==> config.mk <==
export PLATFORM = sky130hd
export DESIGN_NAME = alu_ctrl_mc_flat
export DESIGN_NICKNAME = d
export VERILOG_FILES = /design/src/rtl/alu_ctrl_mc_if.sv /design/src/rtl/alu_ctrl_mc.sv /design/src/flat_wrapper.sv
export SDC_FILE = /design/constraint.sdc
export NUM_CORES = 1
export LEC_CHECK = 0
export CAP_MARGIN = 30
export CORE_UTILIZATION = 45
export DETAILED_ROUTE_END_ITERATION = 16
export PLACE_DENSITY_LB_ADDON = 0.25
export SLEW_MARGIN = 20
export SYNTH_ARGS = -nofsm -noshare
export SYNTH_HDL_FRONTEND = slang
export SYNTH_SLANG_ARGS = --single-unit
==> constraint.sdc <==
create_clock -name clk -period 7.34 [get_ports clk]
set_input_delay 0.734 -clock clk [delete_from_list [all_inputs] [get_ports clk]]
set_output_delay 0.734 -clock clk [all_outputs]
set_load 0.1 [all_outputs]
==> src/rtl/alu_ctrl_mc_if.sv <==
// alu_ctrl_mc_if: handshake bundle between the ID/control stage and the
// multi-cycle ALU-control block.
//   master: the issuing core side (drives operation, consumes result)
//   slave : the alu_ctrl_mc block
// Request : in_valid/in_ready, alu_op, funct, a, b
// Response: out_valid/out_ready, alu_ctrl, result, result_hi, cond,
//           illegal, div0
interface alu_ctrl_mc_if #(
  parameter int WIDTH = 32
);
  logic             in_valid;
  logic             in_ready;
  logic [1:0]       alu_op;
  logic [5:0]       funct;
  logic [WIDTH-1:0] a;
  logic [WIDTH-1:0] b;
  logic             out_valid;
  logic             out_ready;
  logic [3:0]       alu_ctrl;
  logic [WIDTH-1:0] result;
  logic [WIDTH-1:0] result_hi;
  logic             cond;
  logic             illegal;
  logic             div0;

  modport master (
    output in_valid, alu_op, funct, a, b, out_ready,
    input  in_ready, out_valid, alu_ctrl, result, result_hi, cond, illegal, div0
  );

  modport slave (
    input  in_valid, alu_op, funct, a, b, out_ready,
    output in_ready, out_valid, alu_ctrl, result, result_hi, cond, illegal, div0
  );
endinterface

==> src/rtl/alu_ctrl_mc.sv <==
// alu_ctrl_mc: decodes alu_op/funct into the 4-bit ALU control code and
// executes the operation. Single-cycle ops finish one edge after acceptance;
// multu/divu iterate one bit per cycle (shift-add / restoring divide) and
// finish WIDTH+1 cycles after acceptance.
// Ports:
//   clk   - rising-edge clock
//   rst_n - synchronous active-low reset
//   bus   - alu_ctrl_mc_if.slave: in_valid/in_ready request with alu_op,
//           funct, a, b; out_valid/out_ready response with alu_ctrl, result,
//           result_hi, cond, illegal, div0
module alu_ctrl_mc #(
  parameter int WIDTH     = 32,
  parameter bit MULDIV_EN = 1'b1
) (
  input  logic          clk,
  input  logic          rst_n,
  alu_ctrl_mc_if.slave  bus
);

  localparam int CW = $clog2(WIDTH);
  localparam logic [CW-1:0] STEP_LAST = CW'(WIDTH - 1);
  localparam logic [CW-1:0] STEP_ONE  = CW'(1);

  localparam logic [3:0] C_AND  = 4'b0000;
  localparam logic [3:0] C_OR   = 4'b0001;
  localparam logic [3:0] C_ADD  = 4'b0010;
  localparam logic [3:0] C_SUB  = 4'b0110;
  localparam logic [3:0] C_SLT  = 4'b0111;
  localparam logic [3:0] C_BEQ  = 4'b1000;
  localparam logic [3:0] C_BNE  = 4'b1001;
  localparam logic [3:0] C_NOR  = 4'b1100;
  localparam logic [3:0] C_XOR  = 4'b1101;
  localparam logic [3:0] C_MULU = 4'b1110;
  localparam logic [3:0] C_DIVU = 4'b1111;

  typedef enum logic [1:0] {IDLE, BUSY, DONE} state_t;

  state_t           state_q, state_d;
  logic [CW-1:0]    step_q, step_d;
  logic [3:0]       ctrl_q, ctrl_d;
  logic [WIDTH-1:0] opnd_q, opnd_d;   // multiplicand / divisor
  logic [WIDTH-1:0] hi_q, hi_d;       // product high / remainder
  logic [WIDTH-1:0] lo_q, lo_d;       // multiplier->product low / dividend->quotient
  logic             cond_q, cond_d;
  logic             illegal_q, illegal_d;
  logic             div0_q, div0_d;

  // Decode
  logic [3:0] dec_ctrl;
  logic       dec_ill;

  always_comb begin
    dec_ctrl = C_ADD;
    dec_ill  = 1'b0;
    case (bus.alu_op)
      2'b00: dec_ctrl = C_ADD;
      2'b01: dec_ctrl = C_BEQ;
      2'b11: dec_ctrl = C_BNE;
      default: begin
        case (bus.funct)
          6'b100000: dec_ctrl = C_ADD;
          6'b100010: dec_ctrl = C_SUB;
          6'b100100: dec_ctrl = C_AND;
          6'b100101: dec_ctrl = C_OR;
          6'b100110: dec_ctrl = C_XOR;
          6'b100111: dec_ctrl = C_NOR;
          6'b101010: dec_ctrl = C_SLT;
          6'b011001: if (MULDIV_EN) dec_ctrl = C_MULU; else dec_ill = 1'b1;
          6'b011011: if (MULDIV_EN) dec_ctrl = C_DIVU; else dec_ill = 1'b1;
          default:   dec_ill = 1'b1;
        endcase
      end
    endcase
  end

  // Single-cycle execute on the live operands at acceptance
  logic signed [WIDTH-1:0] a_s, b_s;
  logic        [WIDTH-1:0] alu_res;
  logic                    alu_cond;

  assign a_s = bus.a;
  assign b_s = bus.b;

  always_comb begin
    alu_res = bus.a + bus.b;
    case (dec_ctrl)
      C_SUB, C_BEQ, C_BNE: alu_res = bus.a - bus.b;
      C_AND: alu_res = bus.a & bus.b;
      C_OR:  alu_res = bus.a | bus.b;
      C_XOR: alu_res = bus.a ^ bus.b;
      C_NOR: alu_res = ~(bus.a | bus.b);
      C_SLT: alu_res = {{(WIDTH-1){1'b0}}, (a_s < b_s)};
      default: alu_res = bus.a + bus.b;
    endcase
    case (dec_ctrl)
      C_BEQ:   alu_cond = (bus.a == bus.b);
      C_BNE:   alu_cond = (bus.a != bus.b);
      default: alu_cond = (alu_res == '0);
    endcase
  end

  // Iterative step: shift-add multiply (LSB first) and restoring divide.
  // The divide compares at WIDTH+1 bits so b==0 always "subtracts",
  // which naturally yields quotient all-ones and remainder = a.
  logic [WIDTH:0]   mul_sum;
  logic [WIDTH:0]   div_shift;
  logic [WIDTH:0]   div_diff;
  logic             div_ge;

  assign mul_sum   = {1'b0, hi_q} + (lo_q[0] ? {1'b0, opnd_q} : '0);
  assign div_shift = {hi_q, lo_q[WIDTH-1]};
  assign div_diff  = div_shift - {1'b0, opnd_q};
  assign div_ge    = (div_shift >= {1'b0, opnd_q});

  always_comb begin
    state_d   = state_q;
    step_d    = step_q;
    ctrl_d    = ctrl_q;
    opnd_d    = opnd_q;
    hi_d      = hi_q;
    lo_d      = lo_q;
    cond_d    = cond_q;
    illegal_d = illegal_q;
    div0_d    = div0_q;
    case (state_q)
      IDLE: begin
        if (bus.in_valid) begin
          ctrl_d    = dec_ctrl;
          illegal_d = dec_ill;
          opnd_d    = bus.b;
          hi_d      = '0;
          if (dec_ctrl == C_MULU || dec_ctrl == C_DIVU) begin
            state_d = BUSY;
            step_d  = '0;
            lo_d    = bus.a;
            cond_d  = 1'b0;
            div0_d  = (dec_ctrl == C_DIVU) && (bus.b == '0);
          end else begin
            state_d = DONE;
            lo_d    = alu_res;
            cond_d  = alu_cond;
            div0_d  = 1'b0;
          end
        end
      end
      BUSY: begin
        step_d = step_q + STEP_ONE;
        if (ctrl_q == C_DIVU) begin
          hi_d = div_ge ? div_diff[WIDTH-1:0] : div_shift[WIDTH-1:0];
          lo_d = {lo_q[WIDTH-2:0], div_ge};
        end else begin
          hi_d = mul_sum[WIDTH:1];
          lo_d = {mul_sum[0], lo_q[WIDTH-1:1]};
        end
        if (step_q == STEP_LAST) begin
          state_d = DONE;
          cond_d  = (lo_d == '0);
        end
      end
      DONE: begin
        if (bus.out_ready) begin
          state_d   = IDLE;
          ctrl_d    = C_ADD;
          cond_d    = 1'b0;
          illegal_d = 1'b0;
          div0_d    = 1'b0;
        end
      end
      default: state_d = IDLE;
    endcase
  end

  always_ff @(posedge clk) begin
    if (!rst_n) begin
      state_q   <= IDLE;
      step_q    <= '0;
      ctrl_q    <= C_ADD;
      opnd_q    <= '0;
      hi_q      <= '0;
      lo_q      <= '0;
      cond_q    <= 1'b0;
      illegal_q <= 1'b0;
      div0_q    <= 1'b0;
    end else begin
      state_q   <= state_d;
      step_q    <= step_d;
      ctrl_q    <= ctrl_d;
      opnd_q    <= opnd_d;
      hi_q      <= hi_d;
      lo_q      <= lo_d;
      cond_q    <= cond_d;
      illegal_q <= illegal_d;
      div0_q    <= div0_d;
    end
  end

  assign bus.in_ready  = (state_q == IDLE);
  assign bus.out_valid = (state_q == DONE);
  assign bus.alu_ctrl  = ctrl_q;
  assign bus.result    = lo_q;
  assign bus.result_hi = hi_q;
  assign bus.cond      = cond_q;
  assign bus.illegal   = illegal_q;
  assign bus.div0      = div0_q;

endmodule

==> src/flat_wrapper.sv <==
// flat-port wrapper written by rule: the top's interface ports become plain ports
module alu_ctrl_mc_flat 
#(
  parameter int WIDTH     = 32,
  parameter bit MULDIV_EN = 1'b1
)
  (clk, rst_n, bus_in_valid, bus_alu_op, bus_funct, bus_a, bus_b, bus_out_ready, bus_in_ready, bus_out_valid, bus_alu_ctrl, bus_result, bus_result_hi, bus_cond, bus_illegal, bus_div0);
  alu_ctrl_mc_if #(.WIDTH(WIDTH)) bus_i ();
  input  logic clk;
  input  logic rst_n;
  input wire logic [$bits(bus_i.in_valid)-1:0] bus_in_valid;
  input wire logic [$bits(bus_i.alu_op)-1:0] bus_alu_op;
  input wire logic [$bits(bus_i.funct)-1:0] bus_funct;
  input wire logic [$bits(bus_i.a)-1:0] bus_a;
  input wire logic [$bits(bus_i.b)-1:0] bus_b;
  input wire logic [$bits(bus_i.out_ready)-1:0] bus_out_ready;
  output wire logic [$bits(bus_i.in_ready)-1:0] bus_in_ready;
  output wire logic [$bits(bus_i.out_valid)-1:0] bus_out_valid;
  output wire logic [$bits(bus_i.alu_ctrl)-1:0] bus_alu_ctrl;
  output wire logic [$bits(bus_i.result)-1:0] bus_result;
  output wire logic [$bits(bus_i.result_hi)-1:0] bus_result_hi;
  output wire logic [$bits(bus_i.cond)-1:0] bus_cond;
  output wire logic [$bits(bus_i.illegal)-1:0] bus_illegal;
  output wire logic [$bits(bus_i.div0)-1:0] bus_div0;
  assign bus_i.in_valid = bus_in_valid;
  assign bus_i.alu_op = bus_alu_op;
  assign bus_i.funct = bus_funct;
  assign bus_i.a = bus_a;
  assign bus_i.b = bus_b;
  assign bus_i.out_ready = bus_out_ready;
  assign bus_in_ready = bus_i.in_ready;
  assign bus_out_valid = bus_i.out_valid;
  assign bus_alu_ctrl = bus_i.alu_ctrl;
  assign bus_result = bus_i.result;
  assign bus_result_hi = bus_i.result_hi;
  assign bus_cond = bus_i.cond;
  assign bus_illegal = bus_i.illegal;
  assign bus_div0 = bus_i.div0;
  alu_ctrl_mc #(.WIDTH(WIDTH), .MULDIV_EN(MULDIV_EN)) u_core (.clk(clk), .rst_n(rst_n), .bus(bus_i));
endmodule
==> metrics.md, run 1 <==
| Metric | Value |
|---|---|
| Clock Tree Root | `clkbuf_16` |
| CTS tree | `yes` |
| Vias | `16948` |
| Largest net degree at the start of global routing | `76` |
| Library cells used by synthesis | `87` |
| RSZ-0062 raised after global routing | `false` |
| Clk_skew | `between 0.01 and 0.015 ns` |
| Post-CTS setup buffer count | `0` |
| Post-route DRC violation count | `0` |
| Slew Limit Fails | `0` |
| Post_cts resized | `0` |
| LEAKAGE | `~7.4 nW` |
| Final min period | `5.186 ns` |
| Number of inserted diodes | `0` |
| Worst vdd ir | `0.1066 mV` |
| Clk Latency, worst-skew pair | `0.38 ns` |
| Hold Crit Depth | `2` |
| Std-Cell Rows | `66` |
| Top cells by area, synth | `dfxtp_1 15%, ha_1 14%, a21oi_1 7.4%, nand2_1 5.1%, nor2_1 4.3%` |
| Reg clk slew, reported paths | `roughly 0.09 ns` |
| CP required | `7.57 ns` |
| Pre-Repair DR Iteration Count | `6` |
| Synth Instances | `~2100` |
| R2R cell count | `13` |
| Hold Vio Cnt, Final | `0` |
| Initial antenna violation count | `0` |
| Syn Std Cell Area | `14980 sq um` |
| First-pass GRT wire length | `between 90000 and 100000 um` |
| Vias in the first global route | `15792` |
| Worst path max stage delay | `0.84 ns` |
| Number of fill cells | `3259` |
| Worst Hold Class | `reg -> reg` |
| Worst setup SP type | `input pin` |
| Detailed Place HPWL | `46450 um` |
| Num ports | `149` |
| Synthesized flop and latch total | `110` |
| Vias per cell | `6.434` |
| Syn_area_per_cell | `between 7 and 8 sq um` |
| Crit path capture type | `flip-flop` |
| Starting DRT DRC Count | `1660` |
| H-tree depth | `3` |
| Area leader, netlist | `dfxtp_1` |
| Max-Cap Viols | `0` |
| Hold buffer count at CTS | `0` |
| Seq. cell area | `~2200 sq um` |
| Overflow after GRT | `0` |
| Slew HR | `0.2875` |
| Net count, final | `between 2000 and 2500` |
| Non-Filler Instances | `~2600` |
| CP max-delay cell | `a2111oi_0` |
| Design area | `17200 sq um` |
| Sequential-to-total area share from yosys stat | `0.1470` |
| Wirelength, routed | `just over 60000 um` |
| Area delta synth->final | `14.77%` |
| Asr flop ratio synth | `0` |
| Synth Flop Type | `dfxtp_1` |
| CP Cell Sequence | `clkdlybuf4s50_1, inv_1, ha_1, inv_1, a2111oi_0, o21ai_0, a21o_1, a211o_1, a21o_1, a221o_1, o21ai_0, nor4_1, nand4_1, a211oi_2` |
| Clock Sinks | `between 100 and 150` |
| Syn nets | `2364` |
| Die W | `184.5 um` |
| Setup violators final | `0` |
| Inst Count DP | `2617` |
| Die Span Y | `between 150 and 200 um` |
| Final total negative setup slack | `0 ns` |
| Initial Util | `0.4593` |
| Pwr dens | `between 100 and 150 nW/um^2` |
| Routability cong. | `0.9902` |
| Setup slack, reg-to-reg | `2.94 ns` |
| PortBufs | `148` |
| Placed Area | `16880 sq um` |
| Slew at the pin closest to its max-slew limit | `1.065 ns` |
| Total CTS buffers | `9` |
| Multi-input gate area | `11780 sq um` |
| Result of the run | `complete, no violations` |
| Clock Path Buffers | `2` |
| Share of post-route cells with drive strength above 1 | `0.03741` |
| Die ar. | `34030 sq um` |
| Place WS | `1.925 ns` |
| Wire per inst | `23.03 um` |
| CP Max Fanout | `11` |
| Core Region | `32620 sq um` |
| Maximum clock rate | `192.8 MHz` |
| Setup WS post-layout | `about 2.2 ns` |
| Routed Antenna Nets | `0` |
| Post-synth EDFFs | `0` |
| Total GRT Usage | `0.3510` |
| Arr. time, crit path | `between 5 and 6 ns` |
| Period Utilization, post-route | `0.7065` |
| Critical path type | `in -> reg` |
| Warnings from Yosys | `0` |
| Yosys top cell area share | `0.1470` |
-- metal layers --
metal	GRT usage	vias up	wire length (um)
met4	0.1470	0	2343
met1	0.4608	8101	25840
met3	0.04327	131	4600
met5	0	-	0
li1	-	7949	-
met2	0.5768	767	27880
-- power breakdown --
part	switching (W)	leakage, nW	internal, W
combinational	0.000792	6.35	0.000393
sequential	0.0000472	0.898	0.000632
clock	0.000277	0.148	0.000246
total	0.00112	7.40	0.00127
-- path summary, 6_finish.rpt --
check | startpoint | to
setup / recovery | bus_b[9] | u_core.bus.cond
hold / removal | u_core.opnd_q[3] | u_core.opnd_q[3]
setup reg to reg | u_core.bus.result_hi[3] | u_core.bus.result_hi[3]
hold reg to reg | u_core.opnd_q[3] | u_core.opnd_q[3]
-- Yosys cell counts, types with 26 or more instances --
cell type,number
inv_1,150
o211ai_1,48
o31ai_1,26
nor3_1,36
and2_1,43
ha_1,166
nand2b_1,42
dfxtp_1,110
a21o_1,56
nand3_1,39
a211oi_1,50
xnor2_1,43
a21oi_1,222
nor2_1,172
mux2i_1,36
clkbuf_1,94
o21ai_0,113
nand2_1,203
xor2_1,26
-- cells in the final DEF, fill, tap and decap left out, types with 9 or more instances in the layout --
master / count
nor3_1: 35
nand2b_1: 42
o21bai_1: 23
nand3_1: 39
buf_4: 25
a21o_1: 55
xnor2_1: 43
a221oi_1: 25
o31ai_1: 25
ha_1: 165
a2111oi_0: 11
nor4_1: 25
or3_1: 13
a311oi_1: 9
and2_1: 43
a211oi_1: 50
o211a_1: 9
o31a_1: 10
o21ai_0: 112
a31oi_1: 19
inv_1: 149
xor2_1: 26
nand2_1: 203
a211o_1: 18
nand4_1: 24
o211ai_1: 48
nor2_1: 171
dfxtp_1: 110
a21oi_1: 221
clkdlybuf4s50_1: 148
o21a_1: 16
nor2b_1: 20
a22oi_1: 21
and3_1: 21
mux2i_1: 36
a32oi_1: 12
clkbuf_16: 9
-- sequential cells by signal, summed over array words and instances, names as in the netlist --
signal / count
u_core.bus.result_hi: 32
u_core.opnd_q: 32
u_core.bus.cond: 1
u_core.bus.div0: 1
u_core.bus.result: 32
u_core.bus.alu_ctrl: 4
u_core.state_q: 2
u_core.bus.illegal: 1
u_core.step_q: 5
-- worst max-delay path: cells and delay by family --
| kind | cells | cell delay (ns) |
|---|---|---|
| compound gates | 8 | 2.88 |
| fa+ha+maj | 1 | 0.53 |
| buf+inv | 3 | 0.91 |
| simple gates | 2 | 0.37 |
-- cell families (layout without fill, tap and decap cells) --
family / after synthesis / after routing / synth area share
buffers and inverters: 270 / 344 / 0.07015
muxes: 39 / 39 / 0.02630
adders and majority gates: 170 / 170 / 0.1440
xor gates and xnor gates: 69 / 69 / 0.04033
AOI/OAI and AO/OA: 784 / 784 / 0.3542
and+or+nand+nor: 676 / 676 / 0.2181
DFF: 110 / 110 / 0.1470
-- layout make-up --
| type | instances | share of cell area |
|---|---|---|
| Multi-Input combinational cell | 1738 | 0.6850 |
| Sequential cell | 110 | 0.1281 |
| Timing Repair Buffer | 178 | 0.1041 |
| Inverter | 150 | 0.03274 |
| Tap cell | 442 | 0.03216 |
| Clock buffer | 9 | 0.01310 |
| Clock inverter | 7 | 0.004802 |
-- metrics by stage --
step             util  hold slack, ns  total power, W
2_1_floorplan       -          0.4362        0.001473
3_3_place_gp   0.5140          0.4434        0.001831
3_5_place_dp   0.5174          0.4574        0.001847
4_1_cts        0.5269          0.4684        0.002369
5_1_grt        0.5272          0.4810        0.002494
6_report       0.5272          0.4682        0.002389
Power figures use the tool's default switching activity.
==> run 2, diff against run 1 <==
==> constraint.sdc (replaced) <==
create_clock -name clk -period 4.4 [get_ports clk]
set_input_delay 0.44 -clock clk [delete_from_list [all_inputs] [get_ports clk]]
set_output_delay 0.44 -clock clk [all_outputs]
set_load 0.1 [all_outputs]
==> metrics.md, run 2 (synthesis gave the netlist of run 1 again) <==
| Metric | Value |
|---|---|
| Slew at the pin closest to its max-slew limit | `1.046 ns (was 1.065 ns)` |
| CP Max Fanout | `5 (was 11)` |
| Pwr dens | `222.9 nW/um^2 (was 138.9 nW/um^2)` |
| CP required | `4.69 ns (was 7.57 ns)` |
| Die Span Y | `184.5 um (unchanged)` |
| Initial antenna violation count | `1 (was 0)` |
| Vias per cell | `6.173 (was 6.434)` |
| Number of fill cells | `3167 (was 3259)` |
| Area delta synth->final | `27.27% (was 14.77%)` |
| Die ar. | `34030 sq um (unchanged)` |
| Reg-to-reg endpoint | `u_core.bus.result_hi[30] (was u_core.bus.result_hi[3])` |
| Max-Cap Viols | `0 (unchanged)` |
| Detailed Place HPWL | `52140 um (was 46450 um)` |
| Total GRT Usage | `0.3779 (was 0.3510)` |
| Design area | `19070 sq um (was 17200 sq um)` |
| H-tree depth | `3 (unchanged)` |
| Vias in the first global route | `16947 (was 15792)` |
| LEAKAGE | `8.593 nW (was 7.397 nW)` |
| Slew Limit Fails | `0 (unchanged)` |
| Hold buffer count at CTS | `0 (unchanged)` |
| First-pass GRT wire length | `98500 um (was 92090 um)` |
| Largest net degree at the start of global routing | `75 (was 76)` |
| Slew HR | `0.3007 (was 0.2875)` |
| Period Utilization, post-route | `0.9624` |
| Post_cts resized | `1 (was 0)` |
| Hold Path Sink | `u_core.step_q[4] (was u_core.opnd_q[3])` |
| Sw Ratio | `0.4500 (was 0.4673)` |
| Net count, final | `2677 (was 2433)` |
| Clock Tree Root | `clkbuf_16 (unchanged)` |
| Clk Latency, worst-skew pair | `0.37 ns (was 0.38 ns)` |
| Post-route DRC violation count | `0 (unchanged)` |
| Setup slack, reg-to-reg | `0.45 ns (was 2.94 ns)` |
| Hold Vio Cnt, Final | `0 (unchanged)` |
| Total CTS buffers | `9 (unchanged)` |
| Die W | `184.5 um (unchanged)` |
| Setup WS post-layout | `0.1654 ns (was 2.154 ns)` |
| Cell-internal power | `0.002338 W (was 0.001272 W)` |
| Worst Hold Class | `reg -> reg (unchanged)` |
| Starting DRT DRC Count | `1832 (was 1660)` |
| Post-CTS setup buffer count | `0 (unchanged)` |
| Pre-Repair DR Iteration Count | `6 (unchanged)` |
| Routed Antenna Nets | `0 (unchanged)` |
| Commonest non-fill, non-tap cell in the layout | `buf_4 (was a21oi_1)` |
| RSZ-0062 raised after global routing | `false (unchanged)` |
| Arr. time, crit path | `4.52 ns (was 5.42 ns)` |
| CTS tree | `yes (unchanged)` |
| Num ports | `149 (unchanged)` |
| Number of inserted diodes | `0 (unchanged)` |
| Core Region | `32620 sq um (unchanged)` |
| Wirelength, routed | `64820 um (was 60660 um)` |
| Maximum clock rate | `236.1 MHz` |
| R2R cell count | `12 (was 13)` |
| Clock Path Buffers | `2 (unchanged)` |
| Total net switching power | `0.001913 W (was 0.001116 W)` |
| Hold path startpoint | `u_core.step_q[4] (was u_core.opnd_q[3])` |
| R2R Path Start | `u_core.bus.result[0] (was u_core.bus.result_hi[3])` |
| Seq. cell area | `2203 sq um (was 2202 sq um)` |
| Result of the run | `complete, no violations (unchanged)` |
| Share of post-route cells with drive strength above 1 | `0.1359 (was 0.03741)` |
| Reg clk slew, reported paths | `0.08 ns (was 0.09 ns)` |
| Wire per inst | `22.52 um (was 23.03 um)` |
| Std-Cell Rows | `66 (unchanged)` |
| Crit path capture type | `flip-flop (unchanged)` |
| Worst vdd ir | `0.1648 mV (was 0.1066 mV)` |
| Routability cong. | `0.9769 (was 0.9902)` |
| Final min period | `4.235 ns` |
| Placed Area | `18740 sq um (was 16880 sq um)` |
| Gate power share | `0.531 (was 0.496)` |
| Vias | `17765 (was 16948)` |
| Place WS | `-0.4184 ns (was 1.925 ns)` |
| Post-layout util | `0.5846 (was 0.5272)` |
| Sequential Power Share | `0.268 (was 0.285)` |
| Clock Sinks | `110 (unchanged)` |
| PortBufs | `148 (unchanged)` |
| Hold Crit Depth | `2 (unchanged)` |
| Clock power frac | `0.201 (was 0.219)` |
| Most frequent cells in the layout | `266 x buf_4, 221 x a21oi_1, 203 x nand2_1, 171 x nor2_1, 165 x ha_1 (was 221 x a21oi_1, 203 x nand2_1, 171 x nor2_1, 165 x ha_1, 149 x inv_1)` |
| Worst setup SP type | `input pin (unchanged)` |
| Critical path type | `in -> reg (unchanged)` |
| Overflow after GRT | `0 (unchanged)` |
| Setup violators final | `0 (unchanged)` |
| Multi-input gate area | `11810 sq um (was 11780 sq um)` |
| Initial Util | `0.4593 (unchanged)` |
| Clk_skew | `0.01148 ns (was 0.01403 ns)` |
-- run 2: cell types whose count changed in the layout (fill, tap and decap cells not counted), sizes merged --
cell	previous run	this run
buf	30	274
clkbuf	9	10
clkinvlp	1	0
-- run 2: per-stage QoR --
step           power, W  TNS, ns  hold slack (ns)  cells
2_1_floorplan  0.002457        0           0.4362   2118
3_3_place_gp   0.003348   -1.076           0.4421   2862
3_5_place_dp   0.003354   -1.039           0.4558   2862
4_1_cts        0.004201        0           0.4674   2878
5_1_grt        0.004443        0           0.4993   2878
6_report       0.004251        0           0.4713   2878
-- run 2: routing by layer --
metal  wire length [um]  GRT usage  vias up
li1                   -          -     8439
met1              27540     0.4921     8338
met2              29420     0.6195      831
met3               5143    0.05770      157
met4               2713     0.1537        0
met5                  0          0        -
-- run 2: cell type report --
class / count / area share
clock inverter: 6 / 0.003150
multi-input combinational: 1738 / 0.6194
tap: 442 / 0.02900
inverter: 150 / 0.02953
sequential: 110 / 0.1156
timing repair buffer: 422 / 0.1908
clock buffer: 10 / 0.01253
-- run 2: worst max path at each step --
stage                                  startpoint                  endpoint
after floorplan           u_core.bus.result_hi[3]  u_core.bus.result_hi[29]
after global placement                   bus_b[9]           u_core.bus.cond
after detailed placement                 bus_b[9]           u_core.bus.cond
after CTS                                bus_a[2]           u_core.bus.cond
after global routing                     bus_b[9]           u_core.bus.cond
final                                    bus_a[1]           u_core.bus.cond
-- run 2: critical path: stages --
cell,delay (ns)
clkdlybuf4s50_1,0.49
inv_1,0.09
ha_1,0.30
buf_4,0.16
o21bai_1,0.32
and2_1,0.21
o21ai_1,0.17
a31o_2,0.32
a31oi_1,0.39
buf_4,0.18
o211ai_1,0.11
a211oi_1,0.31
mux2i_1,0.15
a2111oi_1,0.45
nand4_1,0.21
a211oi_2,0.21
-- run 2: power by group through the flow --
stage	combinational, W	sequential [W]	clock, W
2_1_floorplan	0.00107	0.00138	0
3_3_place_gp	0.00219	0.00116	0
3_5_place_dp	0.00220	0.00116	0
4_1_cts	0.00221	0.00113	0.000857
5_1_grt	0.00240	0.00114	0.000899
6_report	0.00226	0.00114	0.000855
==> run 3, diff against run 2 <==
--- a/config.mk
+++ b/config.mk
@@ -5,7 +5,8 @@
 export SDC_FILE = /design/constraint.sdc
 export NUM_CORES = 1
 export LEC_CHECK = 0
-export CAP_MARGIN = 30
+export ABC_AREA = 1
+export CAP_MARGIN = 20
 export CORE_UTILIZATION = 45
 export DETAILED_ROUTE_END_ITERATION = 16
 export PLACE_DENSITY_LB_ADDON = 0.25
==> metrics.md, run 3 <==
| Metric | Value |
|---|---|
| Most frequent cell after synthesis | `nand2_1 (was a21oi_1)` |
| Arr. time, crit path | `4.21 ns (was 4.52 ns)` |
| M2 GR Usage | `0.5890 (was 0.6195)` |
| Initial Util | `0.4570 (was 0.4593)` |
| Setup violators final | `0 (unchanged)` |
| Multi-input gate area | `12000 sq um (was 11810 sq um)` |
| Num ports | `149 (unchanged)` |
| First-pass GRT wire length | `101400 um (was 98500 um)` |
| Die Span Y | `192.1 um (was 184.5 um)` |
| Hold_ws | `0.4699 ns (was 0.4713 ns)` |
| Post_cts resized | `0 (was 1)` |
| Setup slack, reg-to-reg | `0.88 ns (was 0.45 ns)` |
| Hold Vio Cnt, Final | `0 (unchanged)` |
| Synth Instances | `2876 (was 2118)` |
| Setup WS post-layout | `0.5097 ns (was 0.1654 ns)` |
| Routed Antenna Nets | `0 (unchanged)` |
| Worst vdd ir | `0.1666 mV (was 0.1648 mV)` |
| Grt peak-use layer | `met2 (unchanged)` |
| Die ar. | `36890 sq um (was 34030 sq um)` |
| Commonest non-fill, non-tap cell in the layout | `nand2_1 (was buf_4)` |
| Synthesized flop and latch total | `110 (unchanged)` |
| Total GRT Usage | `0.3548 (was 0.3779)` |
| Pwr dens | `223.8 nW/um^2 (was 222.9 nW/um^2)` |
| Reg clk slew, reported paths | `0.08 ns (about the same)` |
| Initial antenna violation count | `0 (was 1)` |
| Std-Cell Rows | `69 (was 66)` |
| Clk_skew | `0.01022 ns (was 0.01148 ns)` |
| Largest net degree at the start of global routing | `65 (was 75)` |
| Commonest cells in the netlist | `806 x nand2_1, 399 x inv_1, 266 x a21oi_1, 266 x nor2_1, 218 x o21ai_0 (was 222 x a21oi_1, 203 x nand2_1, 172 x nor2_1)` |
| Max-Cap Viols | `0 (unchanged)` |
| Hold buffer count at CTS | `0 (unchanged)` |
| LEAKAGE | `9.118 nW (was 8.593 nW)` |
| Worst Hold Class | `reg -> reg (unchanged)` |
| Vias in the first global route | `18518 (was 16947)` |
| CP Cell Sequence | `clkdlybuf4s50_1, inv_1, ha_1, nor2_1, inv_1, nor3_1, nand3_1, nand2_1, nand2_1, nand2_1, nand2_1, nand3_1, nand2_1, nor2_1, nand2_1, nor2_1, nand2_1, nor2_1, nand2_1, nand2_1, nand2_1, a21oi_2 (was clkdlybuf4s50_1, inv_1, ha_1, buf_4, o21bai_1, and2_1, o21ai_1, a31o_2, a31oi_1, buf_4, o211ai_1, a211oi_1, mux2i_1, a2111oi_1, nand4_1, a211oi_2)` |
| Clk Latency, worst-skew pair | `0.38 ns (was 0.37 ns)` |
| Seq. cell area | `2202 sq um (was 2203 sq um)` |
| Wirelength, routed | `65820 um (was 64820 um)` |
| Place WS | `0.2141 ns (was -0.4184 ns)` |
| Final total negative setup slack | `0 ns (unchanged)` |
| H-tree depth | `3 (unchanged)` |
| Post-layout util | `0.5172 (was 0.5846)` |
| Top cells by area, synth | `nand2_1 19%, dfxtp_1 14%, ha_1 13%, inv_1 9.2%, a21oi_1 8.2% (was dfxtp_1 15%, ha_1 14%, a21oi_1 7.4%, nand2_1 5.1%, nor2_1 4.3%)` |
| Slew Limit Fails | `0 (unchanged)` |
| Yosys top cell area share | `0.1861 (was 0.1470)` |
| Result of the run | `complete, no violations (unchanged)` |
| Syn_area_per_cell | `5.652 sq um (was 7.074 sq um)` |
| Maximum clock rate | `257.0 MHz (was 236.1 MHz)` |
| Syn Std Cell Area | `16250 sq um (was 14980 sq um)` |
| Synth Flop Type | `dfxtp_1 (unchanged)` |
| Vias per cell | `5.734 (was 6.173)` |
| Slew HR | `0.2552 (was 0.3007)` |
| Syn nets | `3122 (was 2364)` |
| Routability cong. | `1.040 (was 0.9769)` |
| Core Region | `35570 sq um (was 32620 sq um)` |
| Area delta synth->final | `13.18% (was 27.27%)` |
| Clock Path Buffers | `2 (unchanged)` |
| Slew at the pin closest to its max-slew limit | `1.114 ns (was 1.046 ns)` |
| Worst path max stage delay | `0.63 ns (was 0.49 ns)` |
| Total Power | `0.004116 W (was 0.004251 W)` |
| Pre-Repair DR Iteration Count | `6 (unchanged)` |
| Crit path capture type | `flip-flop (unchanged)` |
| Wire per inst | `19.19 um (was 22.52 um)` |
| Worst setup SP type | `input pin (unchanged)` |
| Clock Tree Root | `clkbuf_16 (unchanged)` |
| Critical path type | `in -> reg (unchanged)` |
| Number of fill cells | `3828 (was 3167)` |
| Total CTS buffers | `9 (unchanged)` |
| CP most frequent cell | `nand2_1 (was buf_4)` |
| Detailed Place HPWL | `53500 um (was 52140 um)` |
| Overflow after GRT | `0 (unchanged)` |
| RSZ-0062 raised after global routing | `false (unchanged)` |
| Period Utilization, post-route | `0.8842 (was 0.9624)` |
| CP max-delay cell | `clkdlybuf4s50_1 (unchanged)` |
| Clock Sinks | `110 (unchanged)` |
| CTS tree | `yes (unchanged)` |
| Vias | `19666 (was 17765)` |
| Starting DRT DRC Count | `1944 (was 1832)` |
| CP required | `4.72 ns (was 4.69 ns)` |
| Library cells used by synthesis | `51 (was 87)` |
| Post-synth EDFFs | `0 (unchanged)` |
| Die W | `192.1 um (was 184.5 um)` |
| Net count, final | `3209 (was 2677)` |
| Routing usage on met3 | `0.04129 (was 0.05770)` |
| Area leader, netlist | `nand2_1 (was dfxtp_1)` |
| Post-route DRC violation count | `0 (unchanged)` |
| PortBufs | `148 (unchanged)` |
| Post-CTS setup buffer count | `0 (unchanged)` |
| Most frequent cells in the layout | `805 x nand2_1, 399 x inv_1, 265 x a21oi_1, 263 x nor2_1, 218 x o21ai_0 (was 266 x buf_4, 221 x a21oi_1, 203 x nand2_1, 171 x nor2_1, 165 x ha_1)` |
| Sequential-to-total area share from yosys stat | `0.1355 (was 0.1470)` |
| Warnings from Yosys | `0 (unchanged)` |
| Share of post-route cells with drive strength above 1 | `0.03571 (was 0.1359)` |
| Final min period | `3.890 ns (was 4.235 ns)` |
| CP Max Fanout | `10 (was 5)` |
| M1 GR Usage | `0.4552 (was 0.4921)` |
| Asr flop ratio synth | `0 (unchanged)` |
[run 3: kinds of logic (layout without fill, tap and decap cells)]
| group | Yosys count | count (layout) | synth area share |
|---|---|---|---|
| xor+xnor | 59 | 59 | 0.03179 |
| buf+inv | 519 | 611 | 0.1281 |
| simple gates | 1426 | 1426 | 0.3731 |
| fa+ha+maj | 170 | 170 | 0.1327 |
| compound gates | 587 | 587 | 0.1958 |
| other cells | 0 | 1 | 0 |
| mux | 5 | 5 | 0.003079 |
| flops | 110 | 110 | 0.1355 |
[run 3: final cells by class]
cell class	count	share of cell area
inverter	407	0.08304
tap	461	0.03135
sequential	110	0.1197
clock inverter	7	0.004829
clock buffer	9	0.01224
timing repair buffer	188	0.09658
antenna	1	0.0001360
multi-input combinational	2247	0.6521
[run 3: per-stage QoR]
step / cells / area, sq um
after global placement: 3413 / 18080
after floorplan: 2876 / 16250
after global routing: 3429 / 18390
after detailed placement: 3413 / 18080
after CTS: 3429 / 18390
final: 3430 / 18400
[run 3: worst max-delay path: cells and delay by family]
kind | cells | cell delay [ns]
and+or+nand+nor | 17 | 2.37
buffers and inverters | 3 | 0.82
adders and majority gates | 1 | 0.46
AOI/OAI and AO/OA | 1 | 0.12
[run 3: path summary, 6_finish.rpt]
check                  startpoint                       end  depth (start not counted)
max                     bus_b[12]           u_core.bus.cond                         22
min               u_core.bus.div0           u_core.bus.div0                          2
max reg2reg  u_core.bus.result[0]  u_core.bus.result_hi[22]                         16
min reg2reg       u_core.bus.div0           u_core.bus.div0                          2
[run 3: where the power goes]
part / switching [W] / internal, W / leakage (nW)
Combinational: 0.00148 / 0.000600 / 8.06
Clock: 0.000445 / 0.000457 / 0.155
Sequential: 0.0000738 / 0.00107 / 0.902
[run 3: routing by layer]
metal | wire length, um | vias to the layer above
li1 | - | 9534
met1 | 26990 | 8995
met2 | 30160 | 980
met3 | 5656 | 157
met4 | 3011 | 0
met5 | 0 | -
